[config.mk]
export PLATFORM = sky130hd
export DESIGN_NAME = mem_access_unit
export DESIGN_NICKNAME = d
export VERILOG_FILES = /design/src/rtl/mem_access_unit_pkg.sv /design/src/rtl/mem_access_unit_store_lane_align.sv /design/src/rtl/mem_access_unit.sv
export SDC_FILE = /design/constraint.sdc
export NUM_CORES = 1
export LEC_CHECK = 0
export BUFFER_PORTS_ARGS = -buffer_cell sky130_fd_sc_hd__buf_2
export CORE_MARGIN = 1.5
export CORE_UTILIZATION = 46
export DETAILED_ROUTE_END_ITERATION = 8
export PLACE_DENSITY = 0.77
export SYNTH_ARGS = -nofsm -noshare
export SYNTH_HDL_FRONTEND = slang
export SYNTH_SLANG_ARGS = --single-unit
[constraint.sdc]
create_clock -name iCLK -period 1.9 [get_ports iCLK]
set_input_delay 0.19 -clock iCLK [delete_from_list [all_inputs] [get_ports iCLK]]
set_output_delay 0.19 -clock iCLK [all_outputs]
set_load 0.03 [all_outputs]
[src/rtl/mem_access_unit_pkg.sv]
// -----------------------------------------------------------------------------
// mem_access_unit_pkg
// Shared definitions for the data-memory access path: RV32I load/store funct3
// codes (also used by the downstream load formatter), the sequencer state
// encoding and the datapath widths.
// -----------------------------------------------------------------------------
package mem_access_unit_pkg;

    localparam int XLEN  = 32;
    localparam int F3W   = 3;
    localparam int CNTW  = 8;
    localparam int BEW   = XLEN / 8;

    // Load funct3
    localparam logic [F3W-1:0] F3_LB  = 3'b000;
    localparam logic [F3W-1:0] F3_LH  = 3'b001;
    localparam logic [F3W-1:0] F3_LW  = 3'b010;
    localparam logic [F3W-1:0] F3_LBU = 3'b100;
    localparam logic [F3W-1:0] F3_LHU = 3'b101;

    // Store funct3
    localparam logic [F3W-1:0] F3_SB  = 3'b000;
    localparam logic [F3W-1:0] F3_SH  = 3'b001;
    localparam logic [F3W-1:0] F3_SW  = 3'b010;

    typedef enum logic [1:0] {
        S_IDLE  = 2'd0,
        S_REQ   = 2'd1,
        S_RDATA = 2'd2,
        S_RESP  = 2'd3
    } state_t;

    // Halfwords need addr[0]==0, words need addr[1:0]==0. Byte accesses and
    // the unsupported width codes never fault.
    function automatic logic is_misaligned(input logic [1:0] f3_lo,
                                           input logic [1:0] addr_lo);
        return ((f3_lo == 2'b01) && addr_lo[0]) ||
               ((f3_lo == 2'b10) && (addr_lo != 2'b00));
    endfunction

endpackage

[src/rtl/mem_access_unit_store_lane_align.sv]
// -----------------------------------------------------------------------------
// store_lane_align
// Combinational lane steering for the data bus.
//   i_write     1 = store, 0 = load
//   i_funct3    access width code
//   i_addr_lo   byte offset within the word
//   i_wdata     right-justified store data
//   o_byte_en   lane enables (all lanes for loads)
//   o_wdata     store data replicated across every lane it may land in
// -----------------------------------------------------------------------------
module store_lane_align
    import mem_access_unit_pkg::*;
(
    input  logic             i_write,
    input  logic [F3W-1:0]   i_funct3,
    input  logic [1:0]       i_addr_lo,
    input  logic [XLEN-1:0]  i_wdata,
    output logic [BEW-1:0]   o_byte_en,
    output logic [XLEN-1:0]  o_wdata
);

    always_comb begin
        o_byte_en = 4'b1111;
        o_wdata   = i_wdata;
        if (i_write) begin
            case (i_funct3)
                F3_SB: begin
                    o_byte_en = 4'b0001 << i_addr_lo;
                    o_wdata   = {4{i_wdata[7:0]}};
                end
                F3_SH: begin
                    o_byte_en = 4'b0011 << i_addr_lo;
                    o_wdata   = {2{i_wdata[15:0]}};
                end
                // SW and unsupported codes behave as a full word.
                default: begin
                    o_byte_en = 4'b1111;
                    o_wdata   = i_wdata;
                end
            endcase
        end
    end

endmodule

[src/rtl/mem_access_unit.sv]
// -----------------------------------------------------------------------------
// mem_access_unit
// Sequences one pipeline load/store onto the word-addressed data bus and hands
// the raw read word, byte offset and funct3 to the load formatter.
//   Pipeline side : iReq/iWrite/iFunct3/iAddress/iWriteData in,
//                   oDone/oStall/oMisaligned/oBusError out.
//   Formatter side: oAlignment, oFunct3, oRawData (registered).
//   Bus side      : oBusReq/oBusWe/oBusAddr/oBusByteEn/oBusWData out,
//                   iBusGnt/iBusRValid/iBusRData in.
//   Debug         : oDbgState exposes the sequencer state.
//
// Bus handshake: the request is presented while oBusReq=1 with address,
// write enable, byte enables and write data held constant; the transfer is
// accepted in the cycle iBusGnt=1. For loads the read word is taken in the
// first later cycle with iBusRValid=1. iBusRValid outside that window is
// ignored.
// -----------------------------------------------------------------------------
module mem_access_unit
    import mem_access_unit_pkg::*;
#(
    parameter int TIMEOUT_CYCLES = 255
)(
    input  logic             iCLK,
    input  logic             iRSTn,
    input  logic             iReq,
    input  logic             iWrite,
    input  logic [F3W-1:0]   iFunct3,
    input  logic [XLEN-1:0]  iAddress,
    input  logic [XLEN-1:0]  iWriteData,
    output logic             oDone,
    output logic             oStall,
    output logic             oMisaligned,
    output logic             oBusError,
    output logic [1:0]       oAlignment,
    output logic [F3W-1:0]   oFunct3,
    output logic [XLEN-1:0]  oRawData,
    output logic             oBusReq,
    output logic             oBusWe,
    output logic [XLEN-1:0]  oBusAddr,
    output logic [BEW-1:0]   oBusByteEn,
    output logic [XLEN-1:0]  oBusWData,
    input  logic             iBusGnt,
    input  logic             iBusRValid,
    input  logic [XLEN-1:0]  iBusRData,
    output logic [1:0]       oDbgState
);

    state_t            r_state;
    state_t            w_next;

    logic              r_write;
    logic [F3W-1:0]    r_funct3;
    logic [XLEN-1:0]   r_addr;
    logic [XLEN-1:0]   r_wdata;
    logic              r_misaligned;
    logic              r_error;
    logic [XLEN-1:0]   r_raw;
    logic [CNTW-1:0]   r_cnt;

    logic              w_misaligned;
    logic [CNTW:0]     w_cnt_inc;
    logic              w_expire;
    logic              w_in_req;
    logic [BEW-1:0]    w_byte_en;
    logic [XLEN-1:0]   w_lane_wdata;

    assign w_misaligned = is_misaligned(iFunct3[1:0], iAddress[1:0]);

    // The counter holds the number of REQ/RDATA cycles already spent, so the
    // current cycle is the last allowed one when count+1 reaches the limit.
    assign w_cnt_inc = {1'b0, r_cnt} + 9'd1;
    assign w_expire  = (w_cnt_inc >= 9'(TIMEOUT_CYCLES));

    // ---------------- state register ----------------
    always_ff @(posedge iCLK or negedge iRSTn) begin
        if (!iRSTn) begin
            r_state <= S_IDLE;
        end else begin
            r_state <= w_next;
        end
    end

    // ---------------- next-state ----------------
    always_comb begin
        w_next = r_state;
        case (r_state)
            S_IDLE: begin
                if (iReq) begin
                    w_next = w_misaligned ? S_RESP : S_REQ;
                end
            end
            S_REQ: begin
                // A grant in the expiry cycle still completes the transfer.
                if (iBusGnt) begin
                    w_next = r_write ? S_RESP : S_RDATA;
                end else if (w_expire) begin
                    w_next = S_RESP;
                end
            end
            S_RDATA: begin
                if (iBusRValid || w_expire) begin
                    w_next = S_RESP;
                end
            end
            default: w_next = S_IDLE;
        endcase
    end

    // ---------------- request / result registers ----------------
    always_ff @(posedge iCLK or negedge iRSTn) begin
        if (!iRSTn) begin
            r_write      <= 1'b0;
            r_funct3     <= '0;
            r_addr       <= '0;
            r_wdata      <= '0;
            r_misaligned <= 1'b0;
            r_error      <= 1'b0;
            r_raw        <= '0;
            r_cnt        <= '0;
        end else begin
            case (r_state)
                S_IDLE: begin
                    if (iReq) begin
                        r_write      <= iWrite;
                        r_funct3     <= iFunct3;
                        r_addr       <= iAddress;
                        r_wdata      <= iWriteData;
                        r_misaligned <= w_misaligned;
                        r_error      <= 1'b0;
                        r_cnt        <= '0;
                        if (w_misaligned) begin
                            r_raw <= '0;
                        end
                    end
                end
                S_REQ: begin
                    if (r_cnt != '1) begin
                        r_cnt <= r_cnt + 8'd1;
                    end
                    if (!iBusGnt && w_expire) begin
                        r_error <= 1'b1;
                        r_raw   <= '0;
                    end
                end
                S_RDATA: begin
                    if (r_cnt != '1) begin
                        r_cnt <= r_cnt + 8'd1;
                    end
                    if (iBusRValid) begin
                        r_raw <= iBusRData;
                    end else if (w_expire) begin
                        r_error <= 1'b1;
                        r_raw   <= '0;
                    end
                end
                default: ;
            endcase
        end
    end

    // ---------------- lane steering on the registered request ----------------
    store_lane_align u_lane (
        .i_write   (r_write),
        .i_funct3  (r_funct3),
        .i_addr_lo (r_addr[1:0]),
        .i_wdata   (r_wdata),
        .o_byte_en (w_byte_en),
        .o_wdata   (w_lane_wdata)
    );

    // ---------------- outputs ----------------
    // Bus outputs are only driven during REQ so the bus sees zeros otherwise,
    // including immediately on an asynchronous reset.
    assign w_in_req    = (r_state == S_REQ);
    assign oBusReq     = w_in_req;
    assign oBusWe      = w_in_req & r_write;
    assign oBusAddr    = w_in_req ? {r_addr[XLEN-1:2], 2'b00} : '0;
    assign oBusByteEn  = w_in_req ? w_byte_en    : '0;
    assign oBusWData   = w_in_req ? w_lane_wdata : '0;

    assign oDone       = (r_state == S_RESP);
    assign oStall      = iReq & ~oDone;
    assign oMisaligned = r_misaligned;
    assign oBusError   = r_error;
    assign oAlignment  = r_addr[1:0];
    assign oFunct3     = r_funct3;
    assign oRawData    = r_raw;
    assign oDbgState   = r_state;

endmodule
# Word level (Yosys, flattened, before mapping)

Cells that the tools add are included.

Shift-type cells: 2
Equal/unequal tests: 16
Multiply operators: 0
Divide/modulo/power cells: 0
Order comparisons: 1
$add $sub $neg: 2
Bitwise logic cells: 3
Multiplexer cells: 28
Reductions and logical operators: 17

Operators by type and width:

| operator                                                          | number |
|---|---|
| two-way mux 32 bit                                                | 8 |
| one-hot mux 32 bit (3 select lines)                               | 1 |
| one-hot mux 32 bit (2 select lines)                               | 1 |
| two-way mux 8 bit                                                 | 2 |
| one-hot mux 8 bit (2 select lines)                                | 1 |
| two-way mux 2 bit                                                 | 5 |
| != test 2 bit, second input constant                              | 5 |
| AND reduction 5 bit                                               | 2 |
| adder 8 x 1 -> 9 bit, second input constant                       | 1 |
| greater-or-equal comparator 9 x 8 -> 1 bit, second input constant | 1 |
| adder 8 x 1 -> 8 bit, second input constant                       | 1 |
| two-way mux 4 bit                                                 | 2 |
| != test 8 bit, second input constant                              | 1 |
| one-hot mux 4 bit (2 select lines)                                | 1 |
| == test 2 bit, second input constant                              | 3 |
| != test 3 bit, second input constant                              | 2 |
| one-hot mux 2 bit (3 select lines)                                | 1 |
| AND reduction 3 bit                                               | 2 |
| two-way mux 1 bit                                                 | 5 |
| == test 2 x 1 -> 1 bit, second input constant                     | 2 |
| != test 2 x 1 -> 1 bit, second input constant                     | 2 |
| nonzero test 2 bit                                                | 2 |
| left shift 1 x 2 -> 4 bit, first input constant                   | 1 |
| left shift 2 x 2 -> 4 bit, first input constant                   | 1 |
| 12 further kinds                                                  | 16 |

Memory bits (read-only): 0
Word-level logic and storage cells: 78
Memories kept: 0
Output and inout bits: 113
Register bits: 112
Latch bits: 0
Memory bits (writable): 0
Bits of input ports: 105

# Longest topological paths before layout

Depth after elaboration: 6
Gate-level depth with buffers: 9

# By module

A second synthesis with hierarchy kept.

Cell total of the unflattened synthesis: 490
Area, all modules: 5985.7 sq um

By module, submodules not included:

| module           | instances | area each (sq um) | cells each | seq. area each (sq um) |
|---|---|---|---|---|
| mem_access_unit  | 1         | 5479.0            | 437        | 2802.7 |
| store_lane_align | 1         | 506.7             | 53         | 0.0 |

# Worst setup path before layout

No wires, ideal clock.

Kind: register to output
From: register r_state[1] (netlist: oDbgState[1])
To: output oBusWData[31]
Path slack: -0.683 ns
Stages on the path, launching flop included: 6
Arrival: 2.393 ns
Required time: 1.710 ns
Path through: dfrtp_1 inv_1 ha_1 inv_1 clkbuf_1 nor4_1

Cells in the longest elaborated chain, start to end: 2

RTL lines:

| item                     | RTL line               | RTL |
|---|---|---|
| start: declaration       | mem_access_unit.sv:48  | `state_t r_state;` |
| start signal: assignment | mem_access_unit.sv:79  | `r_state <= w_next;` |
| == test 2 x 1 -> 1 bit   | mem_access_unit.sv:174 | `assign w_in_req = (r_state == S_REQ);` |
| named net oBusReq        | mem_access_unit.sv:37  | `output logic oBusReq,` |
| two-way mux 32 bit       | mem_access_unit.sv:179 | `assign oBusWData = w_in_req ? w_lane_wdata : '0;` |
| end: declaration         | mem_access_unit.sv:41  | `output logic [XLEN-1:0] oBusWData,` |

The timed path passes the listed nets, and every way through them passes these cells.

# Worst setup path in the final report

From: register r_cnt[1]
To: register r_raw[19] (netlist: oRawData[19])

Cells in the longest elaborated chain, start to end: 5
Elaborated cells on any way between the ends: 6

RTL lines:

| item                                           | RTL line               | RTL |
|---|---|---|
| start: declaration                             | mem_access_unit.sv:58  | `logic [CNTW-1:0] r_cnt;` |
| start signal: assignment                       | mem_access_unit.sv:138 | `r_cnt <= r_cnt + 8'd1;` |
| start signal: assignment                       | mem_access_unit.sv:147 | `r_cnt <= r_cnt + 8'd1;` |
| adder 8 x 1 -> 9 bit (*)                       | mem_access_unit.sv:71  | `assign w_cnt_inc = {1'b0, r_cnt} + 9'd1;` |
| greater-or-equal comparator 9 x 8 -> 1 bit (*) | mem_access_unit.sv:72  | `assign w_expire = (w_cnt_inc >= 9'(TIMEOUT_CYCLES));` |
| logical AND 1 bit                              | mem_access_unit.sv:140 | `if (!iBusGnt && w_expire) begin` |
| != test 2 x 1 -> 1 bit (no source line)        | --                     |  |
| AND reduction 5 bit (no source line) (*)       | --                     |  |
| end signal: assignment                         | mem_access_unit.sv:150 | `r_raw <= iBusRData;` |
| end: declaration                               | mem_access_unit.sv:57  | `logic [XLEN-1:0] r_raw;` |

Mark *: on every way between the ends. The rest lies on a longest branch, timed or not.
A chain may end at the register's enable or synchronous reset.

==> summary.md <==
The flow ran to the end, but the final reports show violations. The checks that failed: negative setup slack. In the synthesized netlist the async set-or-reset flop fraction comes to 100%. The tools report the number of global-route vias before repair as 6161. The top flip-flop cell by instance count after synthesis was sky130_fd_sc_hd__dfrtp_1.

The post-route netlist has 57.3% of its cells at a drive strength greater than 1. The logs give 8160 um2 for the post-detailed-placement cell area and 0.0577 ns for the worst-case hold slack. Cells fill 71.1% of the core in the end. The mean number of vias per cell was 5.92.

After filler insertion, the fill cell instance count of the layout stands at 927. The final max-slew violation count is 0, and the number of cells traversed by the worst register-to-register path is 8. The run gives 31.1 mm as the global-route wire length before repair. In this run the tightest slew margin relative to its limit is 59.9%. The tools report the total global routing overflow as 0. For the warning count from the yosys run, the log shows 0. The number of clock buffers added by TritonCTS is 9. For the peak ir drop on the vdd network, the log shows 0.980 mV. Setup repair after global routing could not meet its margin everywhere.

The overall die width was 120 um. The count of unique library cells instantiated by Yosys is 52, and the number of flip-flops and latches in the synthesized netlist is 112. Remaining number of nets flagged by the antenna check after routing: 0. The finished cells cover 9500 um2.

TritonCTS built the clock tree. Summed over all cells, the static leakage comes to 4.25 nW. At the worst endpoint, the required time is 2.14 ns. The logs give 6257 for the via total after detailed routing and 3 for the maximum level of the CTS H-tree.

The worst hold path depth came out at 2. The endpoint class of the critical path was a flop. The number of standard-cell rows in the floorplan is 42. The power per unit of standard cell area is 1780 nW/um2, and the average instance area after synthesis is 10.2 um2.

For this run, the post-layout net count is 986. The sequential area share after synthesis was 44.3%; the clock latency reported for the late side of the worst-skew pair was 0.36 ns. After detailed routing, the average wire length per cell comes to 20.3 um. Kind of start point of the critical path: a flop. In this run the worst hold path is classified as input port to flop.

After technology mapping, the gate count stands at 618. The aggregate routed wire length is 21.5 mm. Detailed placement finished with a half-perimeter wire length of 13.4 mm. After layout, the worst path uses 108% of the clock period.

The run gives 1008 as the number of cells after detailed placement. The clock passes through at most 2 buffers. The placeable core region is 13300 um2, and the clock-pin transition on the worst setup and hold timing paths is 0.08 ns.

The worst setup path is of the flop to flop kind. The first-pass detailed-route iteration total was 6; the mapped cell area was 6330 um2. Final total negative setup slack: -5.48 ns.

Number of hold violations in the final report: 0. The count of clock tree sinks is 112, and the DRC violation total after the first TritonRoute iteration is 364. Routability-driven placement finished with a final weighted congestion of 0.894. The total of buffers placed on input and output ports works out to 215. Across the routed clock network, the largest skew measured is 0.00850 ns.

In the global route stage, overall resource usage came out at 27.0%. Data arrives at the worst endpoint at 2.30 ns. The initial antenna violation count is 1, and the maximum frequency from static timing analysis is 486 MHz. Initial cell density of the core: 47.4%. The post-route minimum period works out to 2.06 ns.

The die outline height was 120 um. The pin count of the biggest net entering global routing was 54. The transition time of the tightest slew-check pin was 0.602 ns; the final standard cell count with taps included and fillers excluded was 1057. The tree is rooted in a sky130_fd_sc_hd__clkbuf_16. The number of primary I/O pins is 218, and the post-layout worst setup margin is -0.159 ns.

The tool flagged a number of max-cap violations equal to 0. The maximum fanout count along the critical path was 8. For this run, design rule violations remaining after detail routing come to 0. In this run, synthesis inferred 0 flip-flops with an integrated enable. The die covers 14500 um2.

Compared with the post-synthesis result, the final layout area differs by 50.0%. Setup violations remaining at the end of the flow were counted as 53.
[stage by stage]
stage	setup slack, ns	power [mW]
after global placement	-0.0358	12.4
after CTS	-0.185	15.6
after global routing	-0.254	17.6
after detailed placement	-0.166	12.7
final	-0.159	16.9
after floorplan	-0.0971	10.2
[power breakdown]
part / internal, mW / leakage [nW] / switching (mW) / total, mW
combinational: 4.78 / 2.74 / 6.05 / 10.8
clock: 0.889 / 0.123 / 0.949 / 1.84
sequential: 3.38 / 1.39 / 0.815 / 4.19
total: 9.04 / 4.25 / 7.82 / 16.9
[registers in the layout, summed over array words and instances (netlist names)]
| register | cells |
|---|---|
| oMisaligned | 1 |
| r_addr | 32 |
| r_wdata | 32 |
| r_cnt | 8 |
| r_write | 1 |
| oBusError | 1 |
| oDbgState | 2 |
| oFunct3 | 3 |
| oRawData | 32 |
[cell families (layout without fill, tap and decap cells)]
family / after synthesis / after routing / synth area share [%]
other: 1 / 3 / 0.0592
multiplexers: 72 / 72 / 12.8
flip-flops: 112 / 112 / 44.3
AO/OA/AOI/OAI: 156 / 157 / 19.0
buffers and inverters: 65 / 325 / 5.06
XOR/XNOR: 1 / 1 / 0.138
adder cells (fa/ha/maj): 6 / 6 / 1.19
AND/OR/NAND/NOR: 205 / 205 / 17.5
[final cells by class]
| cell class | count | area, um2 | share of cell area, % |
|---|---|---|---|
| multi-input cells | 443 | 3800 | 40.0 |
| flip-flops and latches | 112 | 2810 | 29.6 |
| repair buffers | 299 | 2350 | 24.8 |
| clock buffers | 9 | 225 | 2.37 |
| well taps | 176 | 220 | 2.32 |
| clock inverters | 7 | 48.8 | 0.514 |
| inverters | 10 | 42.5 | 0.448 |
| diodes | 1 | 2.50 | 0.0264 |
[critical path: stages (launching register included)]
cell and delay [ns]:
sky130_fd_sc_hd__dfrtp_1 0.43, sky130_fd_sc_hd__ha_4 0.29, sky130_fd_sc_hd__nand2b_1 0.06, sky130_fd_sc_hd__a32o_2 0.29
sky130_fd_sc_hd__o21ai_4 0.23, sky130_fd_sc_hd__and4b_4 0.35, sky130_fd_sc_hd__buf_6 0.13, sky130_fd_sc_hd__buf_12 0.13
sky130_fd_sc_hd__o21ai_2 0.05
[placed cells by master, fill, tap and decap left out, types with 14 or more instances in the layout]
cell / Yosys / layout
sky130_fd_sc_hd__buf_4: 6 / 67
sky130_fd_sc_hd__nand3_1: 37 / 37
sky130_fd_sc_hd__o21ai_2: 31 / 29
sky130_fd_sc_hd__a21boi_0: 32 / 30
sky130_fd_sc_hd__mux2_2: 68 / 68
sky130_fd_sc_hd__a41oi_1: 33 / 24
sky130_fd_sc_hd__a21oi_4: 0 / 14
sky130_fd_sc_hd__buf_2: 4 / 152
sky130_fd_sc_hd__buf_6: 0 / 58
sky130_fd_sc_hd__nor2b_1: 37 / 35
sky130_fd_sc_hd__dfrtp_1: 112 / 107
sky130_fd_sc_hd__and2_1: 43 / 38
sky130_fd_sc_hd__nand2_1: 48 / 41
[path summary, 6_finish.rpt]
path	startpoint	end	slack, ns
setup / recovery	r_cnt[1]	oRawData[19]	-0.16
hold / removal	iWriteData[26]	r_wdata[26]	0.06
setup reg to reg	r_cnt[1]	oRawData[19]	-0.16
hold reg to reg	oMisaligned	oMisaligned	0.50
max in group asynchronous	iRSTn	r_addr[18]	0.92
min in group asynchronous	iRSTn	r_addr[19]	0.34
[synthesized netlist by cell type, drive strengths merged, types with 3 or more instances]
library cell	n	area share (%)
ha	6	1.2
nand2b	3	0.30
clkbuf	33	2.0
and2	44	4.3
nand2	48	2.8
nor3	5	0.40
a21oi	24	1.9
and3	3	0.30
inv	10	0.59
and4b	4	0.69
o21ai	44	5.3
a41oi	34	4.8
nand3	38	3.1
a21boi	32	3.8
nor2	15	0.89
buf	22	2.5
dfrtp	112	44
nor2b	37	3.7
a222oi	5	0.79
a31oi	3	0.30
mux2	70	12
[layer usage]
| metal | vias up | GRT usage, % | routed length (um) |
|---|---|---|---|
| li1 | 2742 | - | - |
| met1 | 3110 | 33.1 | 8340 |
| met2 | 313 | 45.8 | 10800 |
| met3 | 92 | 5.57 | 1310 |
| met4 | 0 | 12.1 | 1040 |
| met5 | - | 0 | 0 |
[timing repair]
item                       4_1_cts  5_1_grt
setup endpoints to repair      110      110
resized for setup               78      167
setup buffers                   17       12
pin swaps                       13       23
gates cloned                     4        3
hold endpoints to repair        35        0
hold buffers                     1        0
Note: power is estimated with default switching activity, not from simulation.
